$ cat src/rtl/piso_ctrl_pkg.sv
`timescale 1ns/1ps
`default_nettype none
// ============================================================================
// Module      : piso_ctrl_pkg
// Description : Shared definitions for the PISO stream controller.
//               - state_t : controller state encoding (IDLE / DRAIN)
//               - clog2   : ceiling log2, used to size the slice counter
// Revision    : 1.0  initial release
// ============================================================================
package piso_ctrl_pkg;

    typedef enum logic {
        IDLE  = 1'b0,   // nothing loaded
        DRAIN = 1'b1    // slices pending on the output stream
    } state_t;

    // Ceiling log2. clog2(1) = 0, so callers clamp the result to at least 1.
    function automatic int unsigned clog2(input int unsigned value);
        int unsigned v;
        int unsigned r;
        v = (value > 0) ? value - 1 : 0;
        r = 0;
        while (v > 0) begin
            r = r + 1;
            v = v >> 1;
        end
        return r;
    endfunction

endpackage : piso_ctrl_pkg
`default_nettype wire

$ cat src/rtl/piso.sv
`timescale 1ns/1ps
`default_nettype none
// ============================================================================
// Module      : piso
// Description : Parallel-in / serial-out register. LOAD captures a wide word,
//               SHIFT moves it down by one narrow slice. LOAD wins over SHIFT.
//               DATA_OUT is always the low slice of the register.
// Ports       : CLK, RESET (sync, active-high), LOAD, SHIFT,
//               DATA_IN [DATA_IN_WIDTH], DATA_OUT [DATA_OUT_WIDTH]
// Revision    : 1.0  initial release
// ============================================================================
module piso
    import piso_ctrl_pkg::*;
#(
    parameter int DATA_IN_WIDTH  = 64,
    parameter int DATA_OUT_WIDTH = 16
) (
    input  logic                      CLK,
    input  logic                      RESET,
    input  logic                      LOAD,
    input  logic                      SHIFT,
    input  logic [DATA_IN_WIDTH-1:0]  DATA_IN,
    output logic [DATA_OUT_WIDTH-1:0] DATA_OUT
);

    logic [DATA_IN_WIDTH-1:0] r_shreg;

    always_ff @(posedge CLK) begin
        if (RESET) begin
            r_shreg <= '0;
        end else if (LOAD) begin
            r_shreg <= DATA_IN;
        end else if (SHIFT) begin
            // Logical shift fills the vacated top slice with zeros.
            r_shreg <= r_shreg >> DATA_OUT_WIDTH;
        end
    end

    assign DATA_OUT = r_shreg[DATA_OUT_WIDTH-1:0];

endmodule : piso
`default_nettype wire

$ cat src/rtl/piso_stream_ctrl.sv
`timescale 1ns/1ps
`default_nettype none
// ============================================================================
// Module      : piso_stream_ctrl
// Description : Valid/ready sequencer around a piso. Takes one wide word and
//               emits DATA_IN_WIDTH/DATA_OUT_WIDTH narrow words, LSB slice
//               first, sustaining one output word per cycle across wide-word
//               boundaries.
// Ports       : CLK, RESET (sync, active-high)
//               IN_VALID / IN_READY / DATA_IN [DATA_IN_WIDTH]     wide input
//               OUT_VALID / OUT_READY / DATA_OUT [DATA_OUT_WIDTH]
//               OUT_LAST (final slice of the wide word)          narrow output
//               BUSY (a wide word is loaded and not fully drained)
// Revision    : 1.0  initial release
// ============================================================================
module piso_stream_ctrl
    import piso_ctrl_pkg::*;
#(
    parameter int DATA_IN_WIDTH  = 64,
    parameter int DATA_OUT_WIDTH = 16
) (
    input  logic                      CLK,
    input  logic                      RESET,
    input  logic                      IN_VALID,
    output logic                      IN_READY,
    input  logic [DATA_IN_WIDTH-1:0]  DATA_IN,
    output logic                      OUT_VALID,
    input  logic                      OUT_READY,
    output logic [DATA_OUT_WIDTH-1:0] DATA_OUT,
    output logic                      OUT_LAST,
    output logic                      BUSY
);

    localparam int unsigned c_num_shifts = DATA_IN_WIDTH / DATA_OUT_WIDTH;
    localparam int unsigned c_idx_w      = (clog2(c_num_shifts) > 0) ? clog2(c_num_shifts) : 1;
    localparam logic [c_idx_w-1:0] c_last_idx = c_idx_w'(c_num_shifts - 1);

    generate
        if ((DATA_IN_WIDTH % DATA_OUT_WIDTH) != 0) begin : g_bad_width
            $error("piso_stream_ctrl: DATA_IN_WIDTH must be a multiple of DATA_OUT_WIDTH");
        end
    endgenerate

    state_t             r_state;
    state_t             w_state_nxt;
    logic [c_idx_w-1:0] r_idx;
    logic [c_idx_w-1:0] w_idx_nxt;
    logic               w_at_last;
    logic               w_in_fire;
    logic               w_out_fire;

    always_ff @(posedge CLK) begin
        if (RESET) begin
            r_state <= IDLE;
            r_idx   <= '0;
        end else begin
            r_state <= w_state_nxt;
            r_idx   <= w_idx_nxt;
        end
    end

    always_comb begin
        w_state_nxt = r_state;
        w_idx_nxt   = r_idx;
        w_at_last   = (r_state == DRAIN) && (r_idx == c_last_idx);
        OUT_VALID   = (r_state == DRAIN);
        BUSY        = (r_state == DRAIN);
        OUT_LAST    = w_at_last;
        // OUT_READY feeds IN_READY combinationally so the next word can be
        // loaded on the same edge that retires the last slice (no bubble).
        IN_READY    = (r_state == IDLE) || (OUT_READY && w_at_last);
        w_in_fire   = IN_VALID && IN_READY;
        w_out_fire  = OUT_VALID && OUT_READY;

        case (r_state)
            IDLE: begin
                if (w_in_fire) begin
                    w_state_nxt = DRAIN;
                    w_idx_nxt   = '0;
                end
            end
            DRAIN: begin
                if (w_out_fire) begin
                    if (!w_at_last) begin
                        w_idx_nxt = r_idx + c_idx_w'(1);
                    end else if (w_in_fire) begin
                        w_idx_nxt = '0;
                    end else begin
                        w_state_nxt = IDLE;
                        w_idx_nxt   = '0;
                    end
                end
            end
            default: begin
                w_state_nxt = IDLE;
                w_idx_nxt   = '0;
            end
        endcase
    end

    // A load on the last out_fire replaces the data; the piso's LOAD priority
    // guarantees no stray shift, and SHIFT is also masked on the last slice.
    piso #(
        .DATA_IN_WIDTH  (DATA_IN_WIDTH),
        .DATA_OUT_WIDTH (DATA_OUT_WIDTH)
    ) u_piso (
        .CLK      (CLK),
        .RESET    (RESET),
        .LOAD     (w_in_fire),
        .SHIFT    (w_out_fire && !w_at_last),
        .DATA_IN  (DATA_IN),
        .DATA_OUT (DATA_OUT)
    );

endmodule : piso_stream_ctrl
`default_nettype wire

$ cat config.mk
export PLATFORM = sky130hd
export DESIGN_NAME = piso_stream_ctrl
export DESIGN_NICKNAME = d
export VERILOG_FILES = /design/src/rtl/piso_ctrl_pkg.sv /design/src/rtl/piso.sv /design/src/rtl/piso_stream_ctrl.sv
export SDC_FILE = /design/constraint.sdc
export NUM_CORES = 1
export LEC_CHECK = 0
export BUFFER_PORTS_ARGS = -buffer_cell sky130_fd_sc_hd__buf_2
export CAP_MARGIN = 25
export CELL_PAD_IN_SITES_DETAIL_PLACEMENT = 0
export CELL_PAD_IN_SITES_GLOBAL_PLACEMENT = 2
export CORE_MARGIN = 5
export CORE_UTILIZATION = 33
export CTS_CLUSTER_SIZE = 14
export DETAILED_ROUTE_END_ITERATION = 6
export PLACE_DENSITY = 0.95
export SYNTH_ARGS = -nofsm -noshare
export SYNTH_HDL_FRONTEND = slang
export SYNTH_SLANG_ARGS = --single-unit
$ cat constraint.sdc
create_clock -name CLK -period 2.9 [get_ports CLK]
set_clock_uncertainty 0.1 [all_clocks]
set_input_delay 0.29 -clock CLK [delete_from_list [all_inputs] [get_ports CLK]]
set_output_delay 0.29 -clock CLK [all_outputs]
set_load 0.05 [all_outputs]
# After elaboration in Yosys (flattened, before gate mapping)
# Cells that the tools add are included.
totals:
  output_inout_bits: 20
  ram_bits: 0
  rom_bits: 0
  word_cells: 27
  ff_bits: 67
  inputBits: 68
  latchBits: 0
  mem_count: 0
classes:
  mux: 10
  eq_ne: 3
  magnitude_cmp: 0
  n_mul: 0
  n_bitwise: 1
  addsub: 1
  shifts: 0
  n_reduce_logical: 9
  n_div: 0
op_table:
  columns: ["operator", "count"]
  rows:
  - ["64-bit two-way mux", 2]
  - ["2-bit two-way mux", 3]
  - ["1-bit logical AND", 5]
  - ["2-bit by 1-bit inequality test with 1-bit output, second input constant", 2]
  - ["2-bit one-hot mux with 2 select lines", 1]
  - ["1-bit two-way mux", 3]
  - ["2-bit by 1-bit adder with 2-bit output, second input constant", 1]
  - ["2-bit == test, second input constant", 1]
  - ["1-bit one-hot mux with 2 select lines", 1]
  - ["2-bit AND reduction", 1]
  - ["2-bit nonzero test", 1]
  - ["1-bit logical NOT", 1]
  - ["1-bit logical OR", 1]
  - ["1-bit inverter", 1]

# Logic depth before layout (Yosys ltp)
# Gate-level depths: netlist of run 1.
depth:
  depth_word: 9
  ltp_mapped: 7
  mapped_depth_nobuf: 5

# Modules after synthesis
# From an unflattened synthesis of run 1, not the netlist that was laid out.
hier_totals:
  hier_cells: 320
  hier_area_um2: 3174.3
modules_own_cells:
  columns: ["mod", "seq_area_each_um2", "n_inst", "cells_per_inst", "area_each_um2"]
  rows:
  - ["piso", 1281.2, 1, 301, 2999.1]
  - ["piso_stream_ctrl", 60.1, 1, 19, 175.2]

# Least setup slack after synthesis of run 1
# Ideal clock, no wire load.
synth_path:
  path_type: "register to register"
  from: "reg r_state, in the netlist BUSY"
  to: "reg u_piso.r_shreg[27]"
  path_stages_with_launch: 7
  setup_time_ps: 147
  t_required_ps: 2653
  path_buffers: 2
  synth_period_minus_slack_ps: 1807
  slack_ps: 1093
  t_arrival_ps: 1560
  path_cell_list: "dfxtp_1 > a21boi_2 > inv_2 > nand2_2 > buf_6 > buf_6 > a311oi_2"
synth_via:
  elab_chain_cells: 5
  word_cells_on_any_way: 10
  classes_between: "mux: 1; bitwise: 1; reduce/logical: 8"
synth_lines:
  columns: ["element", "line_no", "source"]
  rows:
  - ["from (decl)", "piso_stream_ctrl.sv:44", "state_t r_state;"]
  - ["from (signal assigned)", "piso_stream_ctrl.sv:57", "r_state <= w_state_nxt;"]
  - ["1-bit logical AND", "piso_stream_ctrl.sv:65", "w_at_last = (r_state == DRAIN) && (r_idx == c_last_idx);"]
  - ["1-bit logical AND", "piso_stream_ctrl.sv:71", "IN_READY = (r_state == IDLE) || (OUT_READY && w_at_last);"]
  - ["1-bit logical OR", "piso_stream_ctrl.sv:71", null]
  - ["1-bit logical AND", "piso_stream_ctrl.sv:72", "w_in_fire = IN_VALID && IN_READY;"]
  - ["64-bit two-way mux / 2-bit nonzero test (equally long branches)", null, null]
  - ["to (signal assigned)", "piso.sv:35", "r_shreg <= r_shreg >> DATA_OUT_WIDTH;"]
  - ["to (decl)", "piso.sv:26", "logic [DATA_IN_WIDTH-1:0] r_shreg;"]
# Parallel ways exist; a longest one is shown, timed or not.
# A chain may end at the register's enable or synchronous reset.

# Worst setup path in the final report of run 1
layout_path:
  from: "reg r_idx[0]"
  to: "out IN_READY"
layout_via:
  elab_chain_cells: 4
layout_lines:
  columns: ["element", "line_no", "source"]
  rows:
  - ["from (decl)", "piso_stream_ctrl.sv:46", "logic [c_idx_w-1:0] r_idx;"]
  - ["from (signal assigned)", "piso_stream_ctrl.sv:58", "r_idx <= w_idx_nxt;"]
  - ["2-bit == test", "piso_stream_ctrl.sv:65", null]
  - ["1-bit logical AND", "piso_stream_ctrl.sv:65", null]
  - ["1-bit logical AND", "piso_stream_ctrl.sv:71", null]
  - ["1-bit logical OR", "piso_stream_ctrl.sv:71", null]
  - ["to (decl)", "piso_stream_ctrl.sv:25", "output logic IN_READY,"]
# Every way passes these cells.

==> flow_summary_export.csv, run 1 <==
group,metric,value,unit
status,outcome,"finished clean",
global_route,grt_pass1_wl,15110,µm
clocking,cts.htree.levels,3,
pwr,cell_internal_pwr,1.552,mW
sta,final.setup.worst_slack,845.1,ps
setup_path,crit_fanout,19,
finish,signed_area_change_from_the_synthesized_netlist_to_the_final_layout,14.49,%
sta,final.setup.tns,0,ps
clocking,clock_sinks,67,
pwr,clock_power_share,35.3,%
setup_path,r2r_setup_slack,920,ps
route,post-route-drc-count,0,
logic_synthesis,yosys_synthesis_warning_count,0,
clocking,cts_repair_resize_count,0,
sta,timing.final.crit_share,70.86,%
setup_path,crit_family,"buffers and inverters",
route,ant_nets,0,
setup_path,worstPathBufferInverterCount,2,
pwr,worst_vdd_ir,0.2359,mV
pwr,share_comb_of_total_power,18.4,%
floorplan,std_cell_rows,37,
logic_synthesis,avgSynthCellArea,8.906,µm²
logic_synthesis,yosysTopAreaCellShare,39.53,%
logic_synthesis,share_of_flip_flops_with_an_asynchronous_set_or_reset_after_synthesis,0,%
sta,fmax,0.4866,GHz
floorplan,fp.dieW,111.4,µm
hold_path,hp-start,"DATA_IN[57]",
logic_synthesis,post-synth-top-count-cell,"nand2_1",
pwr,sw_frac_of_total,30.34,%
clocking,cts_setup_buffers,0,
logic_synthesis,yosys.cell_types.count,23,
setup_path,regToRegEndpoint,"u_piso.r_shreg[27]$_SDFFE_PP0P_",
logic_synthesis,synth_edf_count,0,
sta,grt_setup_unrepaired,"false",
logic_synthesis,dominantRegCellSynth,"dfxtp_1",
logic_synthesis,synth_area,0.003393,mm²
floorplan,design.die.area,0.01241,mm²
global_route,antenna_found_initial,0,
placed_design,dp_hpwl,6341,µm
setup_path,slowest_delay,360,ps
pwr,p_switching,0.6760,mW
setup_path,timing.rr.start,"r_idx[0]$_SDFFE_PP0P_",
floorplan,initial_utilization,33.32,%
route,totalWireLength,9118,µm
placed_design,place.port_buffers,87,
setup_path,crit_path_end_kind,"output port",
global_route,largest_net_degree_at_the_start_of_global_routing,68,
finish,fin_nets,498,
setup_path,worstPathCellList,"ha_1 -> a21boi_4 -> inv_2 -> buf_2",
setup_path,timing.critical_path.required,2510,ps
finish,antennaDiodeCount,0,
logic_synthesis,synth_top_cells_by_count,"nand2_1, dfxtp_1, nor3_1",
setup_path,cp_slowest_cell,"dfxtp_1",
floorplan,design.core.area,0.01018,mm²
logic_synthesis,synthesis.nets,450,
logic_synthesis,netlist_top_cells_area,"dfxtp_1, a311oi_2, nand2_1",
hold_path,hold_wc_path_type,"in2reg",
logic_synthesis,synth_seq_cells,67,
route,detail_route.vias_per_cell,5.081,
route,wl_per_cell,16.00,µm
sta,tightestPinTransition,957.9,ps
floorplan,dieHeight,111.4,µm
floorplan,num_io_pins,88,
setup_path,cp_data_arrival_time,1660,ps
logic_synthesis,synth_top_area_cell,"dfxtp_1",
sta,setup_violations,0,
clocking,clk_transition_reported_paths,70,ps
hold_path,timing.hold.worst_endpoint,"u_piso.r_shreg[57]$_SDFFE_PP0P_",
placed_design,finalWeightedCongestion,0.7676,
sta,maxSlewHeadroom,36.14,%
global_route,track_usage,14.90,%
global_route,globalRouteOverflowTotal,0,
setup_path,critical_path_class,"reg2out",
finish,layout-drive-gt1-share,35.94,%
global_route,first_global_vias,2946,
route,detail_route.iter0.violations,236,
finish,filler_cell_count,1094,
logic_synthesis,netlist_instances,381,
pwr,seqPwrFrac,46.3,%
placed_design,pre_cts_setup_slack,943.2,ps
setup_path,critical_path.startpoint_type,"flip-flop",
clocking,clock_root_cell,"clkbuf_8",
route,detailroute.via_count,2896,
setup_path,worstRegToRegCells,5,
sta,slew_viol_final,0,
sta,hold_violations,0,
clocking,max-clock-path-buffers,2,
clocking,cts_tree,"yes",
logic_synthesis,synth.yosys.seq_area_share,39.53,%
pwr,power.density,573.5,mW/mm²
clocking,clk_latency,350,ps
pwr,static-leakage-power,1.402,nW
clocking,cts_made_buffers,9,
hold_path,hold_depth,3,
job,max_cap_viol_count,0,
route,drtPass1Iterations,4,
sta,post-route-min-period,2055,ps
clocking,cts-hold-fix-buffers,0,
## routing by layer
metal	vias up	part of all wire [%]	routed length (µm)	global-route usage [%]
li1	1465	-	-	-
met1	1312	48	4347	20.63
met2	113	43	3945	22.44
met3	6	8.2	751	5.000
met4	0	0.81	74	3.650
met5	-	0	0	0
## through the flow
step	cell area, µm²	cells	hold WS [ps]	utilization, %	total power, mW
2_1_floorplan	3393	381	344.0	-	1.384
3_3_place_gp	3684	554	352.7	36.17	1.459
3_5_place_dp	3684	554	378.2	36.17	1.466
4_1_cts	3885	570	91.76	38.15	2.247
5_1_grt	3885	570	95.90	38.15	2.329
6_report	3885	570	108.8	38.15	2.228
## area by class of cell
class | count | area (µm²) | area share, %
clock buffers | 10 | 137.6 | 3.543
multi-input cells | 253 | 1649 | 42.45
repair buffers | 96 | 515.5 | 13.27
well taps | 136 | 170.2 | 4.380
flip-flops and latches | 67 | 1341 | 34.53
clock inverters | 6 | 63.81 | 1.643
inverters | 2 | 7.507 | 0.1932
## kinds of logic after synthesis
logic type / after synthesis / share of synthesized area, %
AO/OA/AOI/OAI: 84 / 26.33
buffers and inverters: 61 / 12.13
adder cells (fa/ha/maj): 1 / 0.3687
flip-flops: 67 / 39.53
AND/OR/NAND/NOR: 167 / 21.35
multiplexers: 1 / 0.2950
## power groups by stage
stage	combinational (mW)	sequential, mW	clock, mW
after CTS	0.413	1.03	0.802
after detailed placement	0.413	1.05	0
after global placement	0.407	1.05	0
final	0.410	1.03	0.786
after floorplan	0.344	1.04	0
after global routing	0.449	1.04	0.842
## registers in the layout, summed over array words and instances, names as in the netlist
register,count
BUSY,1
r_idx,2
u_piso.r_shreg,64
## layout by cell type, fill, tap and decap left out
| cell type | instances |
|---|---|
| bufinv_16 | 1 |
| clkinvlp_4 | 2 |
| a311oi_2 | 39 |
| inv_6 | 1 |
| mux2i_1 | 1 |
| inv_2 | 2 |
| buf_12 | 1 |
| nand3_1 | 16 |
| dfxtp_1 | 67 |
| nand2_2 | 1 |
| a311oi_1 | 9 |
| ha_1 | 1 |
| buf_4 | 8 |
| and2_1 | 1 |
| a21boi_4 | 1 |
| nor2_1 | 1 |
| nand2_1 | 97 |
| nand3b_1 | 2 |
| a22oi_1 | 1 |
| a21oi_1 | 18 |
| nor3_1 | 48 |
| buf_2 | 87 |
| clkinv_2 | 2 |
| o211ai_1 | 16 |
| and3b_2 | 1 |
| clkbuf_8 | 10 |
## how the worst max path moves through the flow
| stage | startpoint | slack, ps | end | cells past startpoint |
|---|---|---|---|---|
| after floorplan | BUSY$_SDFF_PP0_ | 1090 | u_piso.r_shreg[27]$_SDFFE_PP0P_ | 6 |
| after global placement | r_idx[0]$_SDFFE_PP0P_ | 1000 | u_piso.r_shreg[1]$_SDFFE_PP0P_ | 5 |
| after detailed placement | r_idx[0]$_SDFFE_PP0P_ | 940 | u_piso.r_shreg[27]$_SDFFE_PP0P_ | 5 |
| after CTS | r_idx[0]$_SDFFE_PP0P_ | 820 | IN_READY | 4 |
| after global routing | r_idx[0]$_SDFFE_PP0P_ | 730 | IN_READY | 4 |
| final | r_idx[0]$_SDFFE_PP0P_ | 850 | IN_READY | 4 |
## worst min-delay path: cells and delay by family
family / cells / cell delay, ps
AOI/OAI and AO/OA: 1 / 60
buffers and inverters: 1 / 100
and+or+nand+nor: 1 / 70
(Power assumes the default switching activity.)
==> run 2: changes to the inputs <==
--- a/config.mk
+++ b/config.mk
@@ -10,10 +10,10 @@
 export CELL_PAD_IN_SITES_DETAIL_PLACEMENT = 0
 export CELL_PAD_IN_SITES_GLOBAL_PLACEMENT = 2
 export CORE_MARGIN = 5
-export CORE_UTILIZATION = 33
+export CORE_UTILIZATION = 31
 export CTS_CLUSTER_SIZE = 14
 export DETAILED_ROUTE_END_ITERATION = 6
-export PLACE_DENSITY = 0.95
+export PLACE_DENSITY = 0.9
 export SYNTH_ARGS = -nofsm -noshare
 export SYNTH_HDL_FRONTEND = slang
 export SYNTH_SLANG_ARGS = --single-unit
==> constraint.sdc (replaced) <==
create_clock -name CLK -period 2 [get_ports CLK]
set_clock_uncertainty 0.1 [all_clocks]
set_input_delay 0.2 -clock CLK [delete_from_list [all_inputs] [get_ports CLK]]
set_output_delay 0.2 -clock CLK [all_outputs]
set_load 0.05 [all_outputs]
==> flow_summary_export.csv, run 2 (synthesis results as in run 1) <==
group,metric,value,unit
pwr,report.power.total,3.377,mW
pwr,share_comb_of_total_power,18.3,%
sta,hold_violations,0,
route,ant_nets,0,
pwr,worst_vdd_ir,0.3308,mV
route,detail_route.iter0.violations,236,
sta,fmax,0.5219,GHz
placed_design,place.port_buffers,87,
global_route,track_usage,14.28,%
floorplan,initial_utilization,31.44,%
finish,most-common-layout-cells,"nand2_1, buf_2, dfxtp_1",
pwr,sw_frac_of_total,29.10,%
finish,layout-drive-gt1-share,36.53,%
clocking,clock_root_cell,"clkbuf_8",
sta,fin_hold_ws,24.53,ps
setup_path,cp_data_arrival_time,1620,ps
pwr,p_switching,0.9826,mW
finish,fin_nets,502,
route,detail_route.vias_per_cell,5.138,
finish,layout.core_utilization,37.04,%
floorplan,dieHeight,114.6,µm
finish,largest_register_ffs,64,
sta,tightestPinTransition,402.9,ps
floorplan,fp.dieW,114.6,µm
job,max_cap_viol_count,0,
clocking,cts.htree.levels,3,
sta,post-route-min-period,1916,ps
sta,timing.final.crit_share,95.81,%
clocking,cts_made_buffers,9,
route,drtPass1Iterations,4,
global_route,first_global_vias,2936,
global_route,grt_pass1_wl,15050,µm
setup_path,critical_path_class,"reg2out",
clocking,clock_sinks,67,
finish,antennaDiodeCount,0,
clocking,clk_transition_reported_paths,70,ps
floorplan,design.core.area,0.01079,mm²
sta,setup_violations,0,
hold_path,hold_depth,3,
route,post-route-drc-count,0,
sta,grt_setup_unrepaired,"false",
status,outcome,"finished clean",
setup_path,critical_path.startpoint_type,"flip-flop",
clocking,clk_latency,340,ps
setup_path,crit_fanout,12,
floorplan,design.die.area,0.01314,mm²
clocking,max-clock-path-buffers,2,
floorplan,num_io_pins,88,
pwr,power.density,844.8,mW/mm²
pwr,cell_internal_pwr,2.394,mW
pwr,clock_power_share,37.4,%
global_route,globalRouteOverflowTotal,0,
pwr,static-leakage-power,1.451,nW
clocking,cts-hold-fix-buffers,0,
setup_path,crit_path_end_kind,"output port",
sta,final.setup.tns,0,ps
clocking,cts_tree,"yes",
setup_path,timing.critical_path.required,1700,ps
finish,top_register,"u_piso.r_shreg",
global_route,largest_net_degree_at_the_start_of_global_routing,68,
finish,layoutNonFillerInstCount,578,
route,wl_per_cell,16.15,µm
route,detailroute.via_count,2970,
route,totalWireLength,9335,µm
placed_design,post-place-cells,561,
placed_design,dp_hpwl,6594,µm
placed_design,finalWeightedCongestion,0.7779,
finish,mostFrequentLayoutCell,"nand2_1",
hold_path,hold_wc_path_type,"in2reg",
setup_path,r2r_setup_slack,200,ps
sta,maxSlewHeadroom,73.14,%
global_route,antenna_found_initial,0,
pwr,seqPwrFrac,44.3,%
finish,signed_area_change_from_the_synthesized_netlist_to_the_final_layout,17.81,%
floorplan,std_cell_rows,38,
sta,slew_viol_final,0,
setup_path,worstRegToRegCells,5,
## run 2: changes by cell type in the layout (fill, tap and decap cells not counted)
cell,change
inv_6,-1
buf_2,-1
buf_4,+1
buf_12,+4
bufinv_16,+1
clkinv_4,+1
clkinv_2,-1
## run 2: worst paths after layout
| kind | end | start |
|---|---|---|
| worst max-delay path | IN_READY | r_idx[0]$_SDFFE_PP0P_ |
| worst min-delay path | u_piso.r_shreg[61]$_SDFFE_PP0P_ | DATA_IN[61] |
| worst max register to register | u_piso.r_shreg[24]$_SDFFE_PP0P_ | r_idx[0]$_SDFFE_PP0P_ |
| worst min register to register | u_piso.r_shreg[15]$_SDFFE_PP0P_ | u_piso.r_shreg[15]$_SDFFE_PP0P_ |
## run 2: layout make-up
cell class | count | area, µm²
fill | 1128 | 6795
multi-input combinational | 253 | 1649
sequential | 67 | 1341
timing repair buffer | 100 | 598.1
tap | 140 | 175.2
clock buffer | 10 | 137.6
clock inverter | 6 | 88.84
inverter | 2 | 7.507
## run 2: layer usage
metal	track usage (%)	up-vias	wire, µm	share of wire (%)
li1	-	1462	-	-
met1	19.83	1397	4503	48
met2	22.04	107	4091	44
met3	4.334	4	681	7.3
met4	2.613	0	58	0.62
met5	0	-	0	0
## run 2: power by group through the flow
| stage | Sequential, mW | Combinational, mW | Clock, mW |
|---|---|---|---|
| after global placement | 1.53 | 0.611 | 0 |
| after CTS | 1.50 | 0.621 | 1.29 |
| after global routing | 1.51 | 0.671 | 1.34 |
| after detailed placement | 1.53 | 0.618 | 0 |
| final | 1.50 | 0.618 | 1.26 |
| after floorplan | 1.51 | 0.498 | 0 |
## run 2: timing repair
action                                  CTS  global route
endpoints found under the setup margin    1             1
resized for setup                         1             0
pin swaps                                 0             1
buffers inserted                          0             1
## run 2: critical path, stage by stage, from the launching register on
cell and delay [ps]:
dfxtp_1 380, ha_1 260, a21boi_4 80, inv_2 130, buf_4 200, buf_4 220
## run 2: per-stage QoR
stage,worst slack [ps],instance area (µm²)
2_1_floorplan,193.4,3393
3_3_place_gp,308.0,3761
3_5_place_dp,219.8,3761
4_1_cts,25.87,3990
5_1_grt,9.093,3998
6_report,83.87,3998
